`src/rtl/trap_pkg.sv`:
```
// Shared types and constants for the trap controller: FSM state encoding,
// CAUSE layout and the standard synchronous exception codes.
package trap_pkg;

  typedef enum logic [1:0] {
    ST_IDLE     = 2'd0,
    ST_ISSUE    = 2'd1,
    ST_WAIT_ACK = 2'd2
  } trap_state_t;

  // Low CAUSE bits that carry the exception / interrupt code
  localparam int CAUSE_CODE_W = 13;

  // Standard synchronous exception cause codes
  localparam logic [5:0] EXC_INSTR_MISALIGNED = 6'd0;
  localparam logic [5:0] EXC_INSTR_FAULT      = 6'd1;
  localparam logic [5:0] EXC_ILLEGAL_INSTR    = 6'd2;
  localparam logic [5:0] EXC_BREAKPOINT       = 6'd3;
  localparam logic [5:0] EXC_LOAD_MISALIGNED  = 6'd4;
  localparam logic [5:0] EXC_LOAD_FAULT       = 6'd5;
  localparam logic [5:0] EXC_STORE_MISALIGNED = 6'd6;
  localparam logic [5:0] EXC_STORE_FAULT      = 6'd7;
  localparam logic [5:0] EXC_ECALL_U          = 6'd8;
  localparam logic [5:0] EXC_ECALL_S          = 6'd9;
  localparam logic [5:0] EXC_ECALL_M          = 6'd11;

  // Interrupt flag position inside CAUSE (the MSB of an XLEN-wide word)
  function automatic int cause_int_bit(input int xlen);
    return xlen - 1;
  endfunction

  // Cause code reported for external interrupt line idx
  function automatic logic [CAUSE_CODE_W-1:0] irq_code(input int base, input int idx);
    return CAUSE_CODE_W'(base + idx);
  endfunction

endpackage

```
`src/rtl/trap_controller_if.sv`:
```
// Pipeline / CSR-file facing signal bundle of the trap controller.
// master: the trap controller itself; slave: the pipeline and CSR side.
interface trap_controller_if #(
  parameter int XLEN    = 64,
  parameter int NUM_IRQ = 8
);
  logic               i_exc_valid;
  logic [5:0]         i_exc_code;
  logic [XLEN-1:0]    i_exc_pc;
  logic [XLEN-1:0]    i_npc;
  logic               i_instr_boundary;
  logic [NUM_IRQ-1:0] i_irq;
  logic [NUM_IRQ-1:0] i_irq_en;
  logic               i_gie;
  logic               i_de_cs;

  logic               o_cs;
  logic [XLEN-1:0]    o_cause;
  logic [XLEN-1:0]    o_trap_pc;
  logic               o_stall;
  logic               o_flush;
  logic [NUM_IRQ-1:0] o_irq_pending;
  logic               o_ack_err;

  modport master (
    input  i_exc_valid, i_exc_code, i_exc_pc, i_npc, i_instr_boundary,
           i_irq, i_irq_en, i_gie, i_de_cs,
    output o_cs, o_cause, o_trap_pc, o_stall, o_flush, o_irq_pending, o_ack_err
  );

  modport slave (
    output i_exc_valid, i_exc_code, i_exc_pc, i_npc, i_instr_boundary,
           i_irq, i_irq_en, i_gie, i_de_cs,
    input  o_cs, o_cause, o_trap_pc, o_stall, o_flush, o_irq_pending, o_ack_err
  );
endinterface

```
`src/rtl/trap_controller_irq_sync_edge.sv`:
```
// One external interrupt line: two-flop synchronizer, rising-edge detect
// against a delayed copy, and the sticky pending bit. A fresh edge beats a
// simultaneous clear so no interrupt is ever lost.
module irq_sync_edge (
  input  logic i_clk,
  input  logic i_rst,
  input  logic i_irq,
  input  logic i_clr,
  output logic o_pending
);
  logic r_sync1;
  logic r_sync2;
  logic r_dly;
  logic r_pending;
  logic w_rise;

  assign w_rise = r_sync2 & ~r_dly;

  // Synchronize the line, keep a delayed copy, and set/clear the pending bit
  always_ff @(posedge i_clk or posedge i_rst) begin
    if (i_rst) begin
      r_sync1   <= 1'b0;
      r_sync2   <= 1'b0;
      r_dly     <= 1'b0;
      r_pending <= 1'b0;
    end else begin
      r_sync1   <= i_irq;
      r_sync2   <= r_sync1;
      r_dly     <= r_sync2;
      r_pending <= w_rise | (r_pending & ~i_clr);
    end
  end

  assign o_pending = r_pending;
endmodule

```
`src/rtl/trap_controller.sv`:
```
// Trap controller: collects synchronous exceptions and external interrupts,
// picks one (exception first, then lowest-index enabled interrupt), issues a
// one-cycle CS/FLUSH with CAUSE and TRAP_PC, and stalls the pipeline until
// the CSR file acknowledges with DE_CS or the acknowledge window expires.
module trap_controller
  import trap_pkg::*;
#(
  parameter int XLEN          = 64,
  parameter int NUM_IRQ       = 8,
  parameter int IRQ_CODE_BASE = 16,
  parameter int ACK_TIMEOUT   = 15
) (
  input logic              i_clk,
  input logic              i_rst,
  trap_controller_if.master bus
);
  localparam int IDX_W   = (NUM_IRQ > 1) ? $clog2(NUM_IRQ) : 1;
  localparam int INT_BIT = cause_int_bit(XLEN);

  trap_state_t       r_state;
  logic              r_cs;
  logic              r_flush;
  logic              r_stall;
  logic              r_ack_err;
  logic [XLEN-1:0]   r_cause;
  logic [XLEN-1:0]   r_trap_pc;
  logic              r_is_irq;
  logic [IDX_W-1:0]  r_idx;
  logic [7:0]        r_cnt;

  logic [NUM_IRQ-1:0] w_pending;
  logic [NUM_IRQ-1:0] w_masked;
  logic [NUM_IRQ-1:0] w_clr;
  logic               w_irq_hit;
  logic [IDX_W-1:0]   w_irq_idx;
  logic               w_irq_take;
  logic               w_ack_irq;
  logic [XLEN-1:0]    w_irq_cause;
  logic [XLEN-1:0]    w_exc_cause;

  // An acknowledged interrupt trap retires exactly the line it captured
  assign w_ack_irq = (r_state == ST_WAIT_ACK) & bus.i_de_cs & r_is_irq;

  for (genvar g = 0; g < NUM_IRQ; g++) begin : g_irq
    assign w_clr[g] = w_ack_irq & (r_idx == IDX_W'(g));

    irq_sync_edge u_sync (
      .i_clk     (i_clk),
      .i_rst     (i_rst),
      .i_irq     (bus.i_irq[g]),
      .i_clr     (w_clr[g]),
      .o_pending (w_pending[g])
    );
  end

  assign w_masked = w_pending & bus.i_irq_en;

  // Priority encoder: scan from the top so the lowest pending index wins
  always_comb begin
    w_irq_hit = 1'b0;
    w_irq_idx = '0;
    for (int i = NUM_IRQ - 1; i >= 0; i--) begin
      if (w_masked[i]) begin
        w_irq_hit = 1'b1;
        w_irq_idx = IDX_W'(i);
      end
    end
  end

  assign w_irq_take  = bus.i_gie & bus.i_instr_boundary & w_irq_hit;
  assign w_exc_cause = XLEN'(bus.i_exc_code);

  // Interrupt CAUSE: flag in the MSB, base-offset code in the low bits
  always_comb begin
    w_irq_cause                     = '0;
    w_irq_cause[INT_BIT]            = 1'b1;
    w_irq_cause[CAUSE_CODE_W-1:0]   = irq_code(IRQ_CODE_BASE, int'(w_irq_idx));
  end

  // Trap FSM with registered CS/FLUSH/STALL, capture registers and ack timer
  always_ff @(posedge i_clk or posedge i_rst) begin
    if (i_rst) begin
      r_state   <= ST_IDLE;
      r_cs      <= 1'b0;
      r_flush   <= 1'b0;
      r_stall   <= 1'b0;
      r_ack_err <= 1'b0;
      r_cause   <= '0;
      r_trap_pc <= '0;
      r_is_irq  <= 1'b0;
      r_idx     <= '0;
      r_cnt     <= '0;
    end else begin
      r_cs    <= 1'b0;
      r_flush <= 1'b0;
      case (r_state)
        ST_IDLE: begin
          if (bus.i_exc_valid) begin
            r_cause   <= w_exc_cause;
            r_trap_pc <= bus.i_exc_pc;
            r_is_irq  <= 1'b0;
            r_state   <= ST_ISSUE;
            r_cs      <= 1'b1;
            r_flush   <= 1'b1;
            r_stall   <= 1'b1;
          end else if (w_irq_take) begin
            r_cause   <= w_irq_cause;
            r_trap_pc <= bus.i_npc;
            r_is_irq  <= 1'b1;
            r_idx     <= w_irq_idx;
            r_state   <= ST_ISSUE;
            r_cs      <= 1'b1;
            r_flush   <= 1'b1;
            r_stall   <= 1'b1;
          end
        end
        ST_ISSUE: begin
          r_state <= ST_WAIT_ACK;
          r_cnt   <= '0;
        end
        ST_WAIT_ACK: begin
          if (bus.i_de_cs) begin
            r_state <= ST_IDLE;
            r_stall <= 1'b0;
          end else if (r_cnt == 8'(ACK_TIMEOUT - 1)) begin
            // Give up; the pending bit is kept so the trap is retried
            r_ack_err <= 1'b1;
            r_state   <= ST_IDLE;
            r_stall   <= 1'b0;
          end else begin
            r_cnt <= r_cnt + 8'd1;
          end
        end
        default: begin
          r_state <= ST_IDLE;
          r_stall <= 1'b0;
        end
      endcase
    end
  end

  assign bus.o_cs          = r_cs;
  assign bus.o_flush       = r_flush;
  assign bus.o_stall       = r_stall;
  assign bus.o_ack_err     = r_ack_err;
  assign bus.o_cause       = r_cause;
  assign bus.o_trap_pc     = r_trap_pc;
  assign bus.o_irq_pending = w_pending;
endmodule

```
`src/flat_wrapper.sv`:
```
// flat-port wrapper written by rule: the top's interface ports become plain ports
module trap_controller_flat import trap_pkg::*;
#(
  parameter int XLEN          = 64,
  parameter int NUM_IRQ       = 8,
  parameter int IRQ_CODE_BASE = 16,
  parameter int ACK_TIMEOUT   = 15
)
  (i_clk, i_rst, bus_i_exc_valid, bus_i_exc_code, bus_i_exc_pc, bus_i_npc, bus_i_instr_boundary, bus_i_irq, bus_i_irq_en, bus_i_gie, bus_i_de_cs, bus_o_cs, bus_o_cause, bus_o_trap_pc, bus_o_stall, bus_o_flush, bus_o_irq_pending, bus_o_ack_err);
  trap_controller_if #(.XLEN(XLEN), .NUM_IRQ(NUM_IRQ)) bus_i ();
  input logic i_clk;
  input logic i_rst;
  input wire logic [$bits(bus_i.i_exc_valid)-1:0] bus_i_exc_valid;
  input wire logic [$bits(bus_i.i_exc_code)-1:0] bus_i_exc_code;
  input wire logic [$bits(bus_i.i_exc_pc)-1:0] bus_i_exc_pc;
  input wire logic [$bits(bus_i.i_npc)-1:0] bus_i_npc;
  input wire logic [$bits(bus_i.i_instr_boundary)-1:0] bus_i_instr_boundary;
  input wire logic [$bits(bus_i.i_irq)-1:0] bus_i_irq;
  input wire logic [$bits(bus_i.i_irq_en)-1:0] bus_i_irq_en;
  input wire logic [$bits(bus_i.i_gie)-1:0] bus_i_gie;
  input wire logic [$bits(bus_i.i_de_cs)-1:0] bus_i_de_cs;
  output wire logic [$bits(bus_i.o_cs)-1:0] bus_o_cs;
  output wire logic [$bits(bus_i.o_cause)-1:0] bus_o_cause;
  output wire logic [$bits(bus_i.o_trap_pc)-1:0] bus_o_trap_pc;
  output wire logic [$bits(bus_i.o_stall)-1:0] bus_o_stall;
  output wire logic [$bits(bus_i.o_flush)-1:0] bus_o_flush;
  output wire logic [$bits(bus_i.o_irq_pending)-1:0] bus_o_irq_pending;
  output wire logic [$bits(bus_i.o_ack_err)-1:0] bus_o_ack_err;
  assign bus_i.i_exc_valid = bus_i_exc_valid;
  assign bus_i.i_exc_code = bus_i_exc_code;
  assign bus_i.i_exc_pc = bus_i_exc_pc;
  assign bus_i.i_npc = bus_i_npc;
  assign bus_i.i_instr_boundary = bus_i_instr_boundary;
  assign bus_i.i_irq = bus_i_irq;
  assign bus_i.i_irq_en = bus_i_irq_en;
  assign bus_i.i_gie = bus_i_gie;
  assign bus_i.i_de_cs = bus_i_de_cs;
  assign bus_o_cs = bus_i.o_cs;
  assign bus_o_cause = bus_i.o_cause;
  assign bus_o_trap_pc = bus_i.o_trap_pc;
  assign bus_o_stall = bus_i.o_stall;
  assign bus_o_flush = bus_i.o_flush;
  assign bus_o_irq_pending = bus_i.o_irq_pending;
  assign bus_o_ack_err = bus_i.o_ack_err;
  trap_controller #(.XLEN(XLEN), .NUM_IRQ(NUM_IRQ), .IRQ_CODE_BASE(IRQ_CODE_BASE), .ACK_TIMEOUT(ACK_TIMEOUT)) u_core (.i_clk(i_clk), .i_rst(i_rst), .bus(bus_i));
endmodule
```
`config.mk`:
```
export PLATFORM = sky130hd
export DESIGN_NAME = trap_controller_flat
export DESIGN_NICKNAME = d
export VERILOG_FILES = /design/src/rtl/trap_pkg.sv /design/src/rtl/trap_controller_if.sv /design/src/rtl/trap_controller_irq_sync_edge.sv /design/src/rtl/trap_controller.sv /design/src/flat_wrapper.sv
export SDC_FILE = /design/constraint.sdc
export NUM_CORES = 1
export LEC_CHECK = 0
export CAP_MARGIN = 20
export CORE_MARGIN = 2
export CORE_UTILIZATION = 43
export CTS_CLUSTER_DIAMETER = 30
export DETAILED_ROUTE_END_ITERATION = 12
export GPL_TIMING_DRIVEN = 0
export PLACE_DENSITY = 0.83
export SYNTH_ARGS = -nofsm -noshare
export SYNTH_HDL_FRONTEND = slang
export SYNTH_SLANG_ARGS = --single-unit
export TNS_END_PERCENT = 20
```
`constraint.sdc`:
```
create_clock -name i_clk -period 5.4 [get_ports i_clk]
set_input_delay 0.81 -clock i_clk [delete_from_list [all_inputs] [get_ports i_clk]]
set_output_delay 0.81 -clock i_clk [all_outputs]
set_load 0.02 [all_outputs]
```
==> impl_metrics.csv <==
group,metric,value,unit
place,hpwlAfterDp,13.2,mm
floorplanning,core_area,0.0131,sq mm
global_routing,use_met2,42.5,%
floorplanning,die_x,119,um
timing,grt_setup_unrepaired,"false",
detailed_routing,ant_nets,0,
setup_path,critPathSlowestCell,"clkdlybuf4s50_1",
timing,hold_viol,0,
clock_tree,hold_buffers,0,
synth,synthArstFlopShare,100,%
clock_tree,cts-root-buf,"clkbuf_16",
global_routing,grt_pass1_vias,5195,
synth,avgSynthCellArea,10.7,sq um
synth,synth_edf_count,0,
timing,finalSetupViolCount,0,
timing,relSlewSlack,58.5,%
timing,timing.fmax,410,MHz
setup_path,cp_slowest_stage_delay,0.44,ns
clock_tree,htreeDepth,4,
floorplanning,rows,42,
setup_path,crit_start,"bus_i_irq_en[6]",
global_routing,grt-ovfl-total,0,
timing,skew,0.00984,ns
synth,netlist_instances,536,
clock_tree,clkTransAtPathRegs,0.06,ns
clock_tree,post-cts-setup-buffers,0,
detailed_routing,drc,0,
setup_path,r2r-end,"u_core.bus.o_trap_pc[42]",
synth,synth_area,0.00573,sq mm
worst_hold_path,min_path_type,"reg -> reg",
timing,fin_crit,2.44,ns
synth,synth_seq_area_share,52.0,%
detailed_routing,firstDrtPassIters,7,
clock_tree,cts_tree,"done",
setup_path,cp-end-kind,"register",
detailed_routing,drt_iter0_markers,261,
setup_path,cpLargestDelayFamily,"buffers and inverters",
setup_path,start_kind,"input pin",
setup_path,crit_chain,"clkdlybuf4s50_1 -> a22oi_2 -> nand4_2 -> and3_4 -> buf_6 -> o21ai_4 -> inv_2 -> buf_6 -> a2bb2oi_1",
setup_path,worst-r2r-cell-count,5,
floorplanning,initial_core_util,43.6,%
clock_tree,cts.repair.resized,0,
setup_path,crit_path_frequent_cell,"buf_6",
synth,yosysWarnings,0,
power_and_ir_drop,ir_worst_vdd,0.000351,V
clock_tree,cts_buffer_depth,2,
setup_path,cp_num_buf_inv,4,
final_layout,drive_gt1_share,15.7,%
setup_path,reg2reg_slack,3.30,ns
place,placed_cell_area,0.00857,sq mm
final_layout,layout_commonest_cell,"clkdlybuf4s50_1",
setup_path,required,5.66,ns
place,portBuffers,237,
timing,final_max_slew_viol_count,0,
power_and_ir_drop,powerDensity,496,mW/mm^2
final_layout,layout.nets,1007,
detailed_routing,via_count,5214,
setup_path,r2r_start,"u_core.r_state[0]",
floorplanning,die_h,119,um
final_layout,syn_to_final_growth,59.5,%
worst_hold_path,hold_path_depth,0,
synth,synthFlopType,"dfrtp_1",
timing,tns,0,ns
global_routing,antenna_found_initial,0,
clock_tree,clock_sinks,119,
setup_path,worst-setup-path-type,"in -> reg",
setup_path,crit_fanout,10,
clock_tree,cts_made_buffers,17,
detailed_routing,drt-total-wl,17.7,mm
final_layout,final_cell_mix,"clkdlybuf4s50_1, dfrtp_1, o22ai_1",
floorplanning,dieArea,0.0143,sq mm
global_routing,busiest_layer,"met2",
setup_path,cp.arrival,2.70,ns
final_layout,stdcell_area,0.00914,sq mm
place,gp_congestion,0.878,
run_status,status,"finished, final reports clean",
job,maxCapViolCount,0,
worst_hold_path,min-delay-start,"u_core.g_irq[4].u_sync.r_sync1",
floorplanning,boundaryPins,296,
worst_hold_path,min_to,"u_core.g_irq[4].u_sync.r_sync2",
timing,tightest_slew,0.623,ns
synth,ys_ff_latch,119,
detailed_routing,post_drt_wl_per_cell,17.0,um
synth,ys_types,47,
power_and_ir_drop,power_leakage,3.92,nW
global_routing,met3_usage,6.03,%
global_routing,grt_pass1_wl,27.5,mm
place,dp_cells,1006,
global_routing,grt_usage,25.0,%
final_layout,finish.utilization,69.6,%
setup_path,cp.depth,9,
final_layout,fin_cells,1038,
timing,finalCritPeriodShare,45.2,%
final_layout,fillers,1020,
global_routing,use_met1,30.8,%
clock_tree,clock_latency,0.41,ns
final_layout,n_antenna_cell,0,
detailed_routing,vias_per_cell,5.02,
global_routing,grt_max_degree,93,
-- layer usage --
layer	wire, um	up-vias
met5	0	-
li1	-	2484
met2	8960	206
met3	1120	24
met4	339	0
met1	7270	2500
-- how the worst max path moves through the flow --
| stage | slack (ns) | end |
|---|---|---|
| 3_3_place_gp | -0.28 | u_core.bus.o_trap_pc[2] |
| 5_1_grt | 2.84 | u_core.bus.o_trap_pc[13] |
| 2_1_floorplan | 1.43 | u_core.bus.o_ack_err |
| 3_5_place_dp | 2.51 | u_core.bus.o_trap_pc[58] |
| 4_1_cts | 2.94 | u_core.bus.o_trap_pc[61] |
| 6_report | 2.96 | u_core.bus.o_trap_pc[61] |
-- cell families after synthesis --
logic type	share of synthesized area, %
compound gates	26.4
flops	52.0
buf+inv	13.5
simple gates	6.53
xor+xnor	0.917
fa+ha+maj	0.437
other cells	0.0654
mux	0.175
-- Yosys cell counts, types with 2 or more instances --
cell	number	area [sq um]
buf_6	9	101
o21ai_0	17	85.1
o22ai_1	70	438
o2bb2ai_1	28	245
a21o_1	2	15.0
a22o_1	4	35.0
nor3_1	3	15.0
inv_1	15	56.3
nand3_1	8	40.0
xor2_1	6	52.6
and3_1	2	12.5
ha_1	2	25.0
nand2_1	14	52.6
buf_2	5	25.0
o31ai_1	2	15.0
dfrtp_1	119	2980
o2bb2ai_2	4	60.1
nor2_1	39	146
and2_1	3	18.8
a2bb2oi_2	4	60.1
a2bb2oi_1	26	228
nand2b_1	2	12.5
a21oi_1	38	190
buf_4	67	503
clkbuf_1	22	82.6
a22oi_2	4	50.1
-- worst register-to-register path: cells and delay by family (launching register included) --
kind                   cells  cell delay [ns]
and+or+nand+nor            2             0.79
DFF                        1             0.44
buffers and inverters      1             0.40
AOI/OAI and AO/OA          2             0.31
-- stage by stage --
stage,hold slack (ns),power [W],worst slack [ns]
floorplan,0.331,0.00252,1.43
global placement,0.332,0.00340,-0.280
detailed placement,0.338,0.00344,2.51
CTS,0.348,0.00456,2.94
global route,0.357,0.00477,2.84
finish,0.347,0.00454,2.96
-- final cells by class --
type                       instances  area [sq um]  area share (%)
tap                              176           220            2.41
buffer                           103           712            7.79
clock buffer                      18           439            4.80
timing repair buffer             238          2400            26.2
multi-input combinational        354          2190            24.0
inverter                          16          65.1           0.712
clock inverter                    14           138            1.51
sequential                       119          2980            32.6
-- power by group --
group          leakage [nW]  internal [W]  switching, W
Clock                 0.279      0.000656      0.000444
Sequential             1.36       0.00120      0.000236
Combinational          2.28      0.000989       0.00101
-- registers in the layout (all words and copies together) (netlist names) --
signal and count:
u_core.g_irq.u_sync.r_sync1 8, u_core.r_cnt 8, u_core.g_irq.u_sync.r_sync2 8, u_core.bus.o_ack_err 1
u_core.g_irq.u_sync.r_dly 8, u_core.r_state 2, u_core.bus.o_stall 1, u_core.bus.o_trap_pc 64
u_core.bus.o_cause 7, u_core.r_idx 3, u_core.g_irq.u_sync.o_pending 8, u_core.bus.o_cs 1
(Power assumes the default switching activity.)
